[src/rtl/csr_access_unit.sv]
// CSR requester: two-stage read/modify-write pipeline (R: store read, X: write + response).
// Optional CSR_BYPASS_EN forwards X's pending value to R on same-address RAW instead of stalling.
module csr_access_unit #(
  parameter int NUM_THREADS   = 4,
  parameter int NW_BITS       = 2,
  parameter int CSR_ADDR_BITS = 12,
  parameter int CSR_WIDTH     = 12
) (
  input  logic                        clk,
  input  logic                        reset,
  input  logic                        req_valid,
  output logic                        req_ready,
  input  logic [NW_BITS-1:0]          req_wid,
  input  logic [4:0]                  req_rd,
  input  logic [1:0]                  req_op,
  input  logic [CSR_ADDR_BITS-1:0]    req_addr,
  input  logic [31:0]                 req_src,
  input  logic                        req_src_zero,
  output logic                        read_enable,
  output logic [CSR_ADDR_BITS-1:0]    read_addr,
  output logic [NW_BITS-1:0]          read_wid,
  input  logic [31:0]                 read_data,
  output logic                        write_enable,
  output logic [CSR_ADDR_BITS-1:0]    write_addr,
  output logic [NW_BITS-1:0]          write_wid,
  output logic [CSR_WIDTH-1:0]        write_data,
  output logic                        rsp_valid,
  input  logic                        rsp_ready,
  output logic [NW_BITS-1:0]          rsp_wid,
  output logic [4:0]                  rsp_rd,
  output logic [NUM_THREADS*32-1:0]   rsp_data,
  output logic                        busy
);

  localparam logic [CSR_ADDR_BITS-1:0] CSR_FFLAGS = CSR_ADDR_BITS'(12'h001);
  localparam logic [CSR_ADDR_BITS-1:0] CSR_FRM    = CSR_ADDR_BITS'(12'h002);
  localparam logic [CSR_ADDR_BITS-1:0] CSR_FCSR   = CSR_ADDR_BITS'(12'h003);

  localparam logic [1:0] OP_RW = 2'b01;
  localparam logic [1:0] OP_RS = 2'b10;
  localparam logic [1:0] OP_RC = 2'b11;

  function automatic logic in_fp_group(input logic [CSR_ADDR_BITS-1:0] a);
    return (a == CSR_FFLAGS) || (a == CSR_FRM) || (a == CSR_FCSR);
  endfunction

  function automatic logic addr_alias(input logic [CSR_ADDR_BITS-1:0] a,
                                      input logic [CSR_ADDR_BITS-1:0] b);
    return (a == b) || (in_fp_group(a) && in_fp_group(b));
  endfunction

  // R stage
  logic                     r_r_valid;
  logic [NW_BITS-1:0]       r_r_wid;
  logic [4:0]               r_r_rd;
  logic [1:0]               r_r_op;
  logic [CSR_ADDR_BITS-1:0] r_r_addr;
  logic [31:0]              r_r_src;
  logic                     r_r_src_zero;

  // X stage
  logic                     r_x_valid;
  logic [NW_BITS-1:0]       r_x_wid;
  logic [4:0]               r_x_rd;
  logic [CSR_ADDR_BITS-1:0] r_x_addr;
  logic [31:0]              r_x_old;
  logic [CSR_WIDTH-1:0]     r_x_new;
  logic                     r_x_do_wr;

  logic        w_x_fire;
  logic        w_same_wr;
  logic        w_hazard;
  logic        w_stall;
  logic        w_r_adv;
  logic        w_accept;
  logic [31:0] w_old;
  logic [31:0] w_new;
  logic        w_do_wr;
  logic        w_unused_new_hi;

  assign w_x_fire  = r_x_valid & rsp_ready;
  assign w_same_wr = r_x_valid & r_x_do_wr & (r_x_wid == r_r_wid);
  assign w_hazard  = w_same_wr & addr_alias(r_x_addr, r_r_addr);

`ifdef CSR_BYPASS_EN
  logic w_hazard_eq;
  assign w_hazard_eq = w_same_wr & (r_x_addr == r_r_addr);
  // Exact-address RAW resolves through forwarding once X retires this cycle;
  // cross-alias FP CSRs still wait for the store to commit.
  assign w_stall = w_hazard & ~(w_hazard_eq & w_x_fire);
  assign w_old   = w_hazard_eq ? {{(32-CSR_WIDTH){1'b0}}, r_x_new} : read_data;
`else
  assign w_stall = w_hazard;
  assign w_old   = read_data;
`endif

  assign w_r_adv  = r_r_valid & ~w_stall & (~r_x_valid | w_x_fire);
  assign w_accept = req_valid & req_ready;

  // New CSR value and write decision for the op sitting in R.
  always_comb begin
    w_new   = w_old;
    w_do_wr = 1'b0;
    case (r_r_op)
      OP_RW: begin
        w_new   = r_r_src;
        w_do_wr = 1'b1;
      end
      OP_RS: begin
        w_new   = w_old | r_r_src;
        w_do_wr = ~r_r_src_zero;
      end
      OP_RC: begin
        w_new   = w_old & ~r_r_src;
        w_do_wr = ~r_r_src_zero;
      end
      default: begin
        w_new   = w_old;
        w_do_wr = 1'b0;
      end
    endcase
  end

  assign w_unused_new_hi = ^w_new[31:CSR_WIDTH];

  // Stage occupancy; in-flight ops are dropped on reset.
  always_ff @(posedge clk) begin
    if (reset) begin
      r_r_valid <= 1'b0;
      r_x_valid <= 1'b0;
    end else begin
      if (w_accept) begin
        r_r_valid <= 1'b1;
      end else if (w_r_adv) begin
        r_r_valid <= 1'b0;
      end
      if (w_r_adv) begin
        r_x_valid <= 1'b1;
      end else if (w_x_fire) begin
        r_x_valid <= 1'b0;
      end
    end
  end

  // Stage payload registers (no reset needed, qualified by the valids).
  always_ff @(posedge clk) begin
    if (w_accept) begin
      r_r_wid      <= req_wid;
      r_r_rd       <= req_rd;
      r_r_op       <= req_op;
      r_r_addr     <= req_addr;
      r_r_src      <= req_src;
      r_r_src_zero <= req_src_zero;
    end
    if (w_r_adv) begin
      r_x_wid   <= r_r_wid;
      r_x_rd    <= r_r_rd;
      r_x_addr  <= r_r_addr;
      r_x_old   <= w_old;
      r_x_new   <= w_new[CSR_WIDTH-1:0];
      r_x_do_wr <= w_do_wr;
    end
  end

  assign req_ready    = ~r_r_valid | w_r_adv;
  assign read_enable  = r_r_valid;
  assign read_addr    = r_r_addr;
  assign read_wid     = r_r_wid;

  // The store write is tied to the response handshake so it commits exactly once.
  assign write_enable = w_x_fire & r_x_do_wr;
  assign write_addr   = r_x_addr;
  assign write_wid    = r_x_wid;
  assign write_data   = r_x_new;

  assign rsp_valid    = r_x_valid;
  assign rsp_wid      = r_x_wid;
  assign rsp_rd       = r_x_rd;
  assign rsp_data     = {NUM_THREADS{r_x_old}};
  assign busy         = r_r_valid | r_x_valid;

endmodule

[config.mk]
export PLATFORM = sky130hd
export DESIGN_NAME = csr_access_unit
export DESIGN_NICKNAME = d
export VERILOG_FILES = /design/src/rtl/csr_access_unit.sv
export SDC_FILE = /design/constraint.sdc
export NUM_CORES = 1
export LEC_CHECK = 0
export ABC_AREA = 1
export BUFFER_PORTS_ARGS = -buffer_cell sky130_fd_sc_hd__buf_2
export CORE_MARGIN = 1
export CORE_UTILIZATION = 40
export CTS_CLUSTER_DIAMETER = 150
export DETAILED_ROUTE_END_ITERATION = 7
export HOLD_SLACK_MARGIN = 0.08
export PLACE_DENSITY = 0.75
export SLEW_MARGIN = 20
export SYNTH_ARGS = -nofsm -noshare
export SYNTH_HDL_FRONTEND = slang
export SYNTH_SLANG_ARGS = --single-unit
[constraint.sdc]
create_clock -name clk -period 6.87 [get_ports clk]
set_input_delay 0.687 -clock clk [delete_from_list [all_inputs] [get_ports clk]]
set_output_delay 0.687 -clock clk [all_outputs]
set_load 0.03 [all_outputs]
==> flow_summary.json <==
{
  "critPathRequiredTime_ps": 6180,
  "synth_top_cell_by_area": "edfxtp_1",
  "netlist.area_leader.share": 0.669,
  "setup_violations": 0,
  "grt_use_met2": 0.279,
  "drt_iter0_drc": 152,
  "grt_use_met3": 0.0480,
  "cts_sinks": 100,
  "vias": 2889,
  "ant_nets": 0,
  "outcome": "finished, final reports clean",
  "leakagePower_nw": 2.51,
  "antenna_found_initial": 0,
  "synthTopCellsByCount": "buf_4, edfxtp_1, inv_1",
  "synth_edf_count": 98,
  "clock_latency_ps": 360,
  "io_buffers": 249,
  "io_pins": 270,
  "synth_area_um2": 4400,
  "clk_path_buf_depth": 2,
  "rsz0062_at_grt": "no",
  "start_util": 0.419,
  "power_density_nw_per_um2": 252,
  "hpwlAfterDp_um": 6760,
  "crit_path_start_kind": "flop",
  "finalSetupTns_ps": 0,
  "fp.dieH_um": 107,
  "cts_tree": "yes",
  "grt_pass1_vias": 2706,
  "wl_per_cell_um": 14.0,
  "placed_cell_area_um2": 5080,
  "drv_cap": 0,
  "drt-pass1-iter-count": 6,
  "synth_cell_types": 21,
  "core_area_um2": 10500,
  "busiest_layer": "met2",
  "routed_wl_um": 9100,
  "met1_usage": 0.177,
  "overflow": 0,
  "clkTransAtPathRegs_ps": 90,
  "antenna_cells": 0,
  "drive_gt1_frac": 0.528,
  "fin_util": 0.503,
  "cp_data_arrival_time_ps": 1890,
  "synth-seq-cells": 100,
  "syn_to_final_growth_pct": 20.3,
  "die_w_um": 107,
  "post-place-ws_ps": 4300,
  "cts_setup_buffers": 0,
  "relSlewSlack": 0.333,
  "period_share": 0.375,
  "period_needed_ps": 2580,
  "grt_pass1_wl_um": 13400,
  "drc": 0,
  "holdCritPathClass": "flop to flop",
  "crit_fanout": 3,
  "viasPerCell": 4.44,
  "clock_skew_ps": 20.1,
  "track_usage": 0.156,
  "final_nets": 601,
  "fin_area_um2": 5290,
  "gp_congestion": 0.724,
  "hold_violations": 0,
  "cts_root_buf": "clkbuf_8",
  "crit_type": "flop to output pin",
  "rows": 37,
  "cts_hold_buf": 0,
  "h-tree-depth": 3,
  "syn_inst": 352,
  "ys_async_sr_fraction": 0,
  "report.final.slew_viol_count": 0,
  "cts_resized": 0,
  "ir_worst_vdd_mv": 0.161,
  "yosysWarnings": 0,
  "avgSynthCellArea_um2": 12.5,
  "fmax_mhz": 388,
  "fin_ws_ps": 4290,
  "synthTopCellsByArea": "edfxtp_1, buf_4, inv_1",
  "synthFlopType": "edfxtp_1",
  "worst_pin_slew_ps": 998,
  "yosysSeqAreaShare": 0.678,
  "grt_start_max_net_pins": 35,
  "cp-end-kind": "output pin",
  "dieArea_um2": 11400,
  "cts-buffers-inserted": 9,
  "synth_nets": 442,
  "fillers": 925
}
## layer usage
| layer | part of all wire | wire, um |
|---|---|---|
| met1 | 0.38 | 3500 |
| met2 | 0.53 | 4860 |
| met3 | 0.072 | 652 |
| met4 | 0.010 | 92 |
| met5 | 0 | 0 |
## layout make-up
cell class / instances / area, um^2 / area share
Clock buffer: 10 / 128 / 0.0241
Clock inverter: 5 / 77.6 / 0.0147
Sequential cell: 100 / 2980 / 0.564
Inverter: 49 / 184 / 0.0348
Multi-Input combinational cell: 101 / 493 / 0.0932
Tap cell: 136 / 170 / 0.0322
Timing Repair Buffer: 250 / 1250 / 0.237
## layout by cell type, fill, tap and decap left out, drive strengths merged
cell type | netlist | layout
nand2 | 45 | 45
or2 | 2 | 2
clkbuf | 2 | 10
edfxtp | 98 | 98
dfxtp | 2 | 2
clkinv | 0 | 3
nor2 | 18 | 18
xor2 | 2 | 2
nand4 | 1 | 1
o22ai | 12 | 12
o21ai | 2 | 2
nor3 | 1 | 1
bufinv | 0 | 2
buf | 100 | 250
inv | 49 | 49
nand3 | 2 | 2
xnor2 | 1 | 1
a21oi | 15 | 15
## per-stage QoR
| stage | power, mW | hold slack [ps] | instances |
|---|---|---|---|
| 6_report | 1.34 | 425 | 651 |
| 5_1_grt | 1.39 | 441 | 651 |
| 4_1_cts | 1.35 | 426 | 651 |
| 3_5_place_dp | 0.956 | 406 | 636 |
| 3_3_place_gp | 0.951 | 402 | 636 |
| 2_1_floorplan | 0.910 | 400 | 352 |
## power by group
part | total (mW) | internal (mW) | switching [mW] | leakage [nW]
Combinational | 0.210 | 0.0582 | 0.152 | 1.45
Clock | 0.395 | 0.202 | 0.193 | 0.104
Sequential | 0.730 | 0.709 | 0.0210 | 0.949
## sequential cells by signal (all words and copies together) (netlist names), 2 cells and up
name and count:
r_r_op 2, r_r_rd 5, r_r_src 12, r_x_old 32
read_addr 12, read_wid 2, rsp_rd 5, rsp_wid 2
write_addr 12, write_data 12
## worst max-delay path, cell delays in order (launching register included)
cell and delay, ps:
edfxtp_1 430, or2_1 260, nand2_1 60, nand2_1 50, nor2_2 70, nand3_1 60
nand2_1 100, nand2_2 80, a21oi_4 190, inv_1 50, buf_2 170
## final timing paths
kind,slack [ps],cells past startpoint,to,startpoint
setup / recovery,4290,10,req_ready,write_addr[10]
hold / removal,420,0,rsp_rd[4],r_r_rd[4]
setup reg to reg,4370,10,r_x_old[7],read_addr[6]
hold reg to reg,420,0,rsp_rd[4],r_r_rd[4]
## kinds of logic after synthesis
kind of cell | Yosys count | synth area share
and+or+nand+nor | 69 | 0.0637
xor gates and xnor gates | 3 | 0.00598
AOI/OAI and AO/OA | 29 | 0.0390
buffers and inverters | 151 | 0.213
DFF | 100 | 0.678
(Power assumes the default switching activity.)
